**config.mk**
```make
export PLATFORM = sky130hd
export DESIGN_NAME = datapath_seq
export DESIGN_NICKNAME = d
export VERILOG_FILES = /design/src/rtl/datapath_seq.sv
export SDC_FILE = /design/constraint.sdc
export NUM_CORES = 1
export LEC_CHECK = 0
export ABC_AREA = 1
export BUFFER_PORTS_ARGS = -buffer_cell sky130_fd_sc_hd__buf_2
export CAP_MARGIN = 20
export CORE_ASPECT_RATIO = 1.4
export CORE_MARGIN = 2
export CORE_UTILIZATION = 41
export CTS_CLUSTER_DIAMETER = 60
export DETAILED_ROUTE_END_ITERATION = 10
export PLACE_DENSITY = 0.86
export SLEW_MARGIN = 20
export SYNTH_ARGS = -nofsm -noshare
export SYNTH_HDL_FRONTEND = slang
export SYNTH_SLANG_ARGS = --single-unit
```
**constraint.sdc**
```tcl
create_clock -name clk -period 1.2 [get_ports clk]
set_input_delay 0.06 -clock clk [delete_from_list [all_inputs] [get_ports clk]]
set_output_delay 0.06 -clock clk [all_outputs]
set_load 0.01 [all_outputs]
```
**src/rtl/datapath_seq.sv**
```systemverilog
// datapath_seq: multi-cycle control sequencer for the lab datapath (regfile, A/B/C, shifter, ALU, status).
// Optional feature: define DATAPATH_SEQ_CMP_EN to make CMP (101/01) a legal instruction.
module datapath_seq (
    input  logic        clk,
    input  logic        reset,
    input  logic        s,
    input  logic [15:0] in,
    output logic        w,
    output logic        done,
    output logic        err,
    output logic [2:0]  readnum,
    output logic [2:0]  writenum,
    output logic        write,
    output logic        loada,
    output logic        loadb,
    output logic        loadc,
    output logic        loads,
    output logic        asel,
    output logic        bsel,
    output logic        vsel,
    output logic [1:0]  shift,
    output logic [1:0]  ALUop,
    output logic [15:0] sximm8
);

    localparam logic [2:0] WAIT      = 3'd0;
    localparam logic [2:0] DECODE    = 3'd1;
    localparam logic [2:0] GET_A     = 3'd2;
    localparam logic [2:0] GET_B     = 3'd3;
    localparam logic [2:0] EXEC      = 3'd4;
    localparam logic [2:0] WRITE     = 3'd5;
    localparam logic [2:0] WRITE_IMM = 3'd6;

`ifdef DATAPATH_SEQ_CMP_EN
    localparam logic CMP_EN = 1'b1;
`else
    localparam logic CMP_EN = 1'b0;
`endif

    logic [2:0]  state, state_next;
    logic [15:0] ir;

    logic [2:0] opcode, rn, rd, rm;
    logic [1:0] op, sh;
    logic       is_mov_imm, is_mov_reg, is_alu, is_cmp, is_mvn, legal;

    assign opcode = ir[15:13];
    assign op     = ir[12:11];
    assign rn     = ir[10:8];
    assign rd     = ir[7:5];
    assign sh     = ir[4:3];
    assign rm     = ir[2:0];

    assign is_mov_imm = (opcode == 3'b110) && (op == 2'b10);
    assign is_mov_reg = (opcode == 3'b110) && (op == 2'b00);
    assign is_alu     = (opcode == 3'b101);
    assign is_cmp     = is_alu && (op == 2'b01);
    assign is_mvn     = is_alu && (op == 2'b11);
    assign legal      = is_mov_imm || is_mov_reg || (is_alu && (!is_cmp || CMP_EN));

    assign sximm8 = {{8{ir[7]}}, ir[7:0]};

    // NOTE: state registers use non-blocking assignments so every flop samples pre-edge values.
    always_ff @(posedge clk or posedge reset) begin
        if (reset) begin
            state <= WAIT;
            ir    <= '0;
        end else begin
            state <= state_next;
            if (state == WAIT && s)
                ir <= in;
        end
    end

    // NOTE: every combinational output gets a default first so no path can infer a latch.
    always_comb begin
        state_next = state;
        case (state)
            WAIT:      if (s) state_next = DECODE;
            DECODE: begin
                if (!legal)                     state_next = WAIT;
                else if (is_mov_imm)            state_next = WRITE_IMM;
                else if (is_mov_reg || is_mvn)  state_next = GET_B;
                else                            state_next = GET_A;
            end
            GET_A:     state_next = GET_B;
            GET_B:     state_next = EXEC;
            EXEC:      state_next = is_cmp ? WAIT : WRITE;
            WRITE:     state_next = WAIT;
            WRITE_IMM: state_next = WAIT;
            default:   state_next = WAIT;
        endcase
    end

    always_comb begin
        w        = (state == WAIT);
        done     = 1'b0;
        err      = 1'b0;
        readnum  = 3'd0;
        writenum = 3'd0;
        write    = 1'b0;
        loada    = 1'b0;
        loadb    = 1'b0;
        loadc    = 1'b0;
        loads    = 1'b0;
        asel     = 1'b0;
        bsel     = 1'b0;
        vsel     = 1'b0;
        shift    = 2'b00;
        ALUop    = 2'b00;
        case (state)
            DECODE: begin
                if (!legal) begin
                    done = 1'b1;
                    err  = 1'b1;
                end
            end
            GET_A: begin
                readnum = rn;
                loada   = 1'b1;
            end
            GET_B: begin
                readnum = rm;
                loadb   = 1'b1;
            end
            EXEC: begin
                shift = sh;
                // MOV reg passes B through as 0 + B; MVN ignores A entirely.
                if (is_mov_reg) begin
                    asel  = 1'b1;
                    ALUop = 2'b00;
                end else if (is_mvn) begin
                    asel  = 1'b1;
                    ALUop = 2'b11;
                end else begin
                    ALUop = op;
                end
                if (is_cmp) begin
`ifdef DATAPATH_SEQ_CMP_EN
                    loads = 1'b1;
`endif
                    done  = 1'b1;
                end else begin
                    loadc = 1'b1;
                end
            end
            WRITE: begin
                vsel     = 1'b0;
                writenum = rd;
                write    = 1'b1;
                done     = 1'b1;
            end
            WRITE_IMM: begin
                vsel     = 1'b1;
                writenum = rn;
                write    = 1'b1;
                done     = 1'b1;
            end
            default: ;
        endcase
    end

endmodule

```
## Word-level counts from Yosys, hierarchy flattened

Cells that the tools add are included.

| operators by class | value |
|---|---|
| equality and inequality tests | 12 |
| muxes and demuxes | 25 |
| reduce and logical (&&, ||, !) cells | 13 |

Operators with widths:

| cell | count |
|---|---|
| 3-bit == test (second input constant) | 5 |
| 3-bit case mux with 5 select lines | 1 |
| 1-bit 2-to-1 mux | 13 |
| 3-bit 2-to-1 mux | 4 |
| 3-bit case mux with 2 select lines | 2 |
| 2-bit 2-to-1 mux | 4 |
| 3-bit by 2-bit == test with 1-bit output (second input constant) | 2 |
| 1-bit logical AND | 6 |
| 2-bit == test (second input constant) | 2 |
| 3-bit by 1-bit == test with 1-bit output (second input constant) | 1 |
| 3-bit zero test | 1 |
| 1-bit logical OR | 3 |
| 1-bit case mux with 3 select lines | 1 |
| 2-bit by 1-bit == test with 1-bit output (second input constant) | 1 |
| 2-bit zero test | 1 |
| 2-bit != test (second input constant) | 1 |
| 2-bit OR reduction | 1 |
| 1-bit zero test | 1 |

| word-level totals | value |
|---|---|
| flip-flop bits (word level) | 19 |
| bits of input ports | 19 |
| logic and storage cells | 52 |

## Longest topological paths before layout

Gate-level depths: netlist (run 1).

| logic depth | value |
|---|---|
| depth in word-level cells | 7 |
| gate-level depth with buffers | 7 |
| gate-level depth less buffers | 6 |

## Least setup slack after synthesis (run 1)

Ideal clock, no wire load.

| timing | value |
|---|---|
| path type | flip-flop to output port |
| start | register state[2] |
| end | output done |
| arrival | 1.191 ns |
| slack | -0.051 ns |
| required time | 1.140 ns |
| cell stages (with the launch flop) | 5 |
| path through | dfrtp_1 > buf_6 > nor3_1 > inv_1 > o21ai_0 |

| between the ends | value |
|---|---|
| word-level cells in the longest chain between the ends | 3 |
| elaborated cells between the ends (all ways) | 6 |
| classes of those cells | 4 x eq/ne; 1 x mux; 1 x reduce/logical |

Ends and longest elaborated chain:

| element | RTL line | RTL |
|---|---|---|
| start: declaration | 40 | `logic [2:0] state, state_next;` |
| start signal: assignment | 69 | `state <= state_next;` |
| 3-bit == test | 111 | `case (state)` |
| 2-bit OR reduction (no source line) | - |  |
| 1-bit case mux with 3 select lines (*) | 111 |  |
| end: declaration | 9 | `output logic done,` |

Mark *: on every way between the ends. The rest lies on a longest branch, timed or not.

## Worst setup path in the final report (run 1)

Same ends and word-level chain as after synthesis.

==> run summary, run 1 <==
The average detailed-routed wire length per instance was 13.9 um. Share of synthesized area spent on multiplexers: 0. In this run the worst setup path terminates at done. The startpoint of the worst setup timing path is state[2]. In the routed design, unresolved DRC markers number 0. The number of pins with negative max-slew slack in the final report is 0. Area added between synthesis and finish: 62.0%. The placed cell area came out at 1350 um2. The overall routing resource usage came out at 0.183. The hold violation total from the final report came out at 0.

The starting density of the core is 0.434. The share of synthesized cell area in and, or, nand and nor gates works out to 0.262. Dividing total power by cell area gives a power density of 2800 nW/um2.

The critical path goes through inv_2 > nor2_4 > a31oi_2 > o21ai_1 > buf_2. During I/O placement, the number of pins put on the boundary was 56. In this design, the stage delay of the slowest critical-path cell is 510 ps. Summed over all failing endpoints, the final setup total negative slack is -6740 ps.

The tools report the least setup slack across all paths after layout as -294 ps. The total vias in the final route is 1238. The repair_antennas step left the layout with diodes totalling 0. The gate count after technology mapping is 152, and the total iterations of the first detailed-routing run is 4. The run gives 222 as the number of filler cells placed in the layout. The detailed router finished its first iteration with 16 violations. Yosys mapped the design onto 18 distinct sky130hd cell types. The first global-routing pass estimated 4.62 mm of wire. The fraction of the mapped netlist area in adder cells came out at 0.

Data on the critical path arrives at its endpoint at 1430 ps. The die is 48.7 um wide. By area, the combinational part of the netlist is dominated by simple AND/OR/NAND/NOR gates. Worst slew margin relative to its limit: 0.655. The number of sinks on the clock net came out at 19.

The logs give 3 for the number of buffers created by CTS and 27 for the largest net degree at the start of global routing. The tools report the site row count as 22. Using the TritonRoute via totals, the vias-per-cell ratio works out to 4.91. The logs give 5.19 mW for the final total power and 0.415 for the sequential area share after synthesis.

The post-CTS clock slew at the launch and capture registers of the worst setup and hold paths is 110 ps, and the share of cells above drive strength 1 is 0.620. Parity-gate share of the synthesized area counting xor and xnor cells: 0. In this run the worst hold path is classified as in -> reg. CTS placed an instance of sky130_fd_sc_hd__clkbuf_4 at the clock tree root.

The most common cell after layout, fill and taps aside is sky130_fd_sc_hd__buf_2. The pre-CTS setup slack was -17.5 ps. Routability-driven placement congestion ratio: 0.839.

Summed over all layers, the global routing overflow is 0. The logs give 1 for the H-tree depth and 1.46 mV for the maximum vdd drop. The share of the synthesized area in compound gates (AO/OA/AOI/OAI) works out to 0.100. The run finished, with violations left. Setup repair after global routing could not meet its margin everywhere. The via count of the first global-routing pass was 1105; the number of buffers added on ports was 53. The clock period minus worst slack came out at 1490 ps. The tool flagged a number of max-cap violations equal to 0.

The tools report the core outline area as 2640 um2. The initial antenna violation count came out at 0. Along the worst path, the maximum fanout reaches 7.

Setup violations remaining at the end of the flow were counted as 36. The worst setup path is captured at an output port. Across all register-to-register paths, the minimum setup slack is -170 ps. The number of instances in the placed design was 228. After the flow finishes, the layout carries non-filler instances totaling 252.

Clock skew on the completed layout was measured at 7.06 ps. Dividing the synthesized area by the synthesized cell count gives 7.54 um2. The count of nets left with antenna violations after detail routing came out at 0.

The critical path is of the reg -> out type. The cell area after technology mapping came out at 1150 um2. The final reports fail on setup timing. Data required time at the worst endpoint: 1140 ps. Synthesized flop and latch total: 19. Leaving out fill and tap cells, the most frequent cells in the layout are sky130_fd_sc_hd__buf_2, sky130_fd_sc_hd__nand2_1, sky130_fd_sc_hd__dfrtp_1. In the final design database the tool counted 236 nets. During synthesis, Yosys emitted a total of 0 warnings. The detailed placer's ending HPWL was 1.92 mm. The clock passes through at most 2 buffers. The run gives 0.972 nW as the cell leakage power. TritonCTS built the clock tree. The floorplan die height works out to 66.6 um. Terminus of the critical flop-to-flop path: ir[3].

The type of origin of the critical path was a flip-flop. The number of cells on the worst reg-to-reg path is 8. At the pin with the least slew margin, the transition time is 517 ps. The top achievable clock speed is 669 MHz. The tools report the total die area as 3240 um2.

The startpoint identified for the worst register-to-register timing path is state[0]. Clock latency on the worst-skew pair, taken at its later pin, is 290 ps. The summed area of non-filler cells in the final layout is 1860 um2.

Post-route fraction of the period consumed by the critical path: 1.24. Library cell contributing the largest single delay on the critical path: sky130_fd_sc_hd__dfrtp_2. The tools report the total length of routed wires as 3.51 mm.
[through the flow]
stage,hold WS [ps],utilization
global placement,89.4,0.510
floorplan,11.1,-
finish,16.7,0.703
detailed placement,87.9,0.510
CTS,2.40,0.592
global route,11.8,0.703
[flip-flops by register name, indices dropped and copies added, names as in the netlist]
register,count
ir,16
state,3
[worst min-delay path by stage]
stage                start     end  slack [ps]  cells after the start
floorplan            reset   ir[0]          10                      1
global placement     reset   ir[4]          90                      3
detailed placement   reset   ir[5]          90                      3
CTS                  in[5]   ir[5]           2                      3
global route        in[10]  ir[10]          10                      3
finish               in[5]   ir[5]          20                      3
[synthesized netlist by cell type]
cell | instances | area, um2
sky130_fd_sc_hd__a21oi_1 | 13 | 65.1
sky130_fd_sc_hd__a31oi_1 | 1 | 6.26
sky130_fd_sc_hd__buf_4 | 18 | 135
sky130_fd_sc_hd__buf_6 | 3 | 33.8
sky130_fd_sc_hd__clkbuf_1 | 1 | 3.75
sky130_fd_sc_hd__conb_1 | 1 | 3.75
sky130_fd_sc_hd__dfrtp_1 | 19 | 475
sky130_fd_sc_hd__inv_1 | 19 | 71.3
sky130_fd_sc_hd__inv_2 | 2 | 7.51
sky130_fd_sc_hd__nand2_1 | 30 | 113
sky130_fd_sc_hd__nand2_4 | 2 | 22.5
sky130_fd_sc_hd__nand3_1 | 10 | 50.1
sky130_fd_sc_hd__nand4_1 | 1 | 6.26
sky130_fd_sc_hd__nor2_1 | 21 | 78.8
sky130_fd_sc_hd__nor2_8 | 1 | 20.0
sky130_fd_sc_hd__nor3_1 | 2 | 10.0
sky130_fd_sc_hd__o21ai_0 | 5 | 25.0
sky130_fd_sc_hd__o22ai_1 | 3 | 18.8
[kinds of logic (layout without fill, tap and decap cells)]
family,count (synthesis),after routing
AO/OA/AOI/OAI,22,22
buffers and inverters,43,103
flip-flops,19,19
other,1,2
AND/OR/NAND/NOR,67,70
[what timing repair did]
item                                    in CTS  in global routing
hold endpoints to repair                    23                  1
resized for setup                           26                 54
endpoints found under the setup margin      30                 37
hold buffers                                 5                  1
cloned                                       0                  3
setup buffers                                6                  5
pin swaps                                    6                 12
[power by group]
group	total, mW	internal (mW)	switching [mW]
clock network	0.318	0.124	0.194
registers	1.26	0.954	0.310
logic	3.61	1.59	2.02
total	5.19	2.67	2.52
[final cells by class]
class,count,area (um2),area share
clock buffers,3,22.5,0.0121
clock inverters,1,5.00,0.00270
inverters,21,81.3,0.0438
multi-input cells,94,692,0.373
flip-flops and latches,19,477,0.257
well taps,36,45.0,0.0243
repair buffers,78,534,0.288
[critical path: cells and delay by family, from the launching register on]
kind            cells  cell delay [ps]
buf+inv             2              230
compound gates      2              180
simple gates        1              210
flops               1              510
[per-layer routing]
metal	routed length [um]	up-vias	track usage	part of all wire
met4	119	0	0.121	0.034
met1	1290	577	0.202	0.37
met5	0	-	0	0
met2	1920	58	0.327	0.55
li1	-	591	-	-
met3	185	12	0.0247	0.053
(Power assumes the default switching activity.)
==> run 2: changes to the inputs <==
--- a/config.mk
+++ b/config.mk
@@ -15,4 +15,5 @@
 export DETAILED_ROUTE_END_ITERATION = 10
 export PLACE_DENSITY = 0.86
+export SKIP_CTS_REPAIR_TIMING = 1
 export SLEW_MARGIN = 20
 export SYNTH_ARGS = -nofsm -noshare
==> constraint.sdc (replaced) <==
create_clock -name clk -period 1.2 [get_ports clk]
set_input_delay 0.06 -clock clk [delete_from_list [all_inputs] [get_ports clk]]
set_output_delay 0.06 -clock clk [all_outputs]
set_load 0.05 [all_outputs]
==> run summary, run 2 (synthesis gave the netlist of run 1 again) <==
The final-layout setup total negative slack is -8800 ps, and the fraction of the core area covered by cells at the end of the flow is 0.713. For the final database, setup skew stands at 4.06 ps. In this run the horizontal extent of the chip is 48.7 um. The logs give -22.9 ps for the worst hold margin and 1140 ps for the data required time at the worst endpoint. The run gives 19 as the number of sinks on the clock net.

Counting I/O delays and the setup requirement, the final critical path takes 1580 ps. The critical path starts at state[1]. The H-tree depth was 1; the hold violation total from the final report was 6. Walking the worst path, the cells encountered are inv_2 > nand3_1 > o22ai_1 > buf_4. The run gives -375 ps as the least setup slack across all paths after layout. Summing all multi-input logic gate instances after layout gives 674 um2.

The tools report the startpoint of the worst hold path as in[15]. STA classifies the critical path startpoint as a flip-flop. Fill cells in the final layout number 195. The first global-routing pass estimated 3.84 mm of wire. Share of cells above drive strength 1: 0.596. The library cell contributing the largest single delay on the critical path is sky130_fd_sc_hd__dfrtp_2. In this run the cell area measured after placement is 1510 um2.

Most common cell after layout, fill and taps aside: sky130_fd_sc_hd__buf_2. The antenna diode count was 0; the core outline area was 2640 um2. TritonCTS built the clock tree. After detailed routing, the number of remaining DRC violations is 0. The post-route fraction of the period consumed by the critical path works out to 1.31. The floorplan step set the die height to 66.6 um. The number of buffers added on ports came out at 53.

The tools report the maximum clock path buffer count as 2. Pin placement for this block handled 56 I/O pins. Average detailed-routed wire length per instance: 13.7 um. In this run the clock root is driven by a sky130_fd_sc_hd__clkbuf_4. The run gives 0 as the number of max-cap violations. The worst register-to-register path begins at state[0]. The number of flip-flops in the largest register is 16. STA puts the critical path data arrival time at 1520 ps. The critical path contains buffers and inverters numbering 2 combined. The final reports fail on hold timing, setup timing.

Detailed routing inserted a total of 1229 vias. For this run, the top clock speed supported by timing is 635 MHz. Entering global routing, the biggest net connects 27 pins.

The starting density of the core was 0.434; the site row count was 22. The flow ran to the end, but the final reports show violations. Once layout is done, the placed cells without fillers occupy 1880 um2. For the number of failing setup endpoints in the final timing report, the log shows 35. Wires add up to 3.40 mm.

The via density per instance was 4.94. The run gives 0.151 as the overall routing resource usage. The tools report the sort of element at the end of the critical path as an output port. The largest single stage delay on the critical path is 460 ps.

The global route total overflow is 0. The kind of cell with the highest combined delay along the critical path is flip-flops. The initial antenna violation count is 0. The largest registers in the layout are ir: 16 flops, state: 3 flops. The pre-antenna-repair detailed-routing pass consisted of 4 iterations. The largest fanout on the critical path was 4. The via count of the first global-routing pass is 934, and the area added between synthesis and finish is 64.4%. The worst setup path is of the reg -> out kind. Summing all flip-flop and latch instances after layout gives 478 um2.

The type of the tightest min-delay check was in -> reg. Detailed placer's ending HPWL: 1.92 mm. After clock tree synthesis, the clock-pin slew on the worst setup and hold paths is 110 ps. The number of pins with negative max-slew slack in the final report was 0. In this run, the number of DRC markers left after iteration 0 of detailed routing was 32. Ranked by flip-flop count, first place goes to ir. The top cell types in the final layout, fill and taps aside, are sky130_fd_sc_hd__buf_2, sky130_fd_sc_hd__nand2_1, sky130_fd_sc_hd__inv_1, sky130_fd_sc_hd__dfrtp_1, sky130_fd_sc_hd__buf_4. For the worst-skew pair, the clock arrives at the later sink with an insertion delay of 310 ps. At the end of routability-driven placement, the weighted congestion stood at 0.824. Clock tree synthesis inserted a total of 3 buffers.

Setup repair after global routing could not meet its margin everywhere. The logs give 0 for the count of nets left with antenna violations after detail routing and 233 for the total number of nets in the final design. The die covers 3240 um2.
## run 2: cell count changes in the layout (fill, tap and decap cells not counted), sizes merged
cell / change
clkinv: -1
dlygate4sd3: +1
clkbuf: +3
inv: -1
clkinvlp: +1
nand2: -1
buf: -5
## run 2: cell type report
cell class / count / area share
Timing Repair Buffer: 76 / 0.305
Tap cell: 36 / 0.0239
Multi-Input combinational cell: 93 / 0.358
Clock buffer: 4 / 0.0139
Sequential cell: 19 / 0.254
Inverter: 21 / 0.0452
## run 2: metal layers
layer  up-vias  track usage  wire [um]
li1        580            -          -
met1       592        0.173       1280
met2        47        0.274       1840
met3        10      0.00897        158
met4         0       0.0964        122
met5         -            0          0
## run 2: worst min-delay path, cell delays in order
cell	delay, ps
sky130_fd_sc_hd__buf_2	80
sky130_fd_sc_hd__nand3_2	60
sky130_fd_sc_hd__nand2_1	50
## run 2: per-stage QoR
| step | std cells | setup WS, ps |
|---|---|---|
| global placement | 232 | -88.4 |
| CTS | 236 | -477 |
| detailed placement | 232 | -140 |
| floorplan | 153 | -286 |
| global route | 249 | -439 |
| finish | 249 | -375 |
## run 2: final timing paths
check,endpoint,slack [ps],cells past startpoint
worst min-delay path,ir[15],-20,3
max in group asynchronous,state[2],670,4
worst max register to register,ir[4],-220,8
min in group asynchronous,ir[2],310,4
worst min register to register,ir[7],550,2
worst max-delay path,writenum[2],-380,4
Power of run 2 is not shown: default switching activity piles up to over one toggle a cycle in this logic, so the estimate is an artifact.
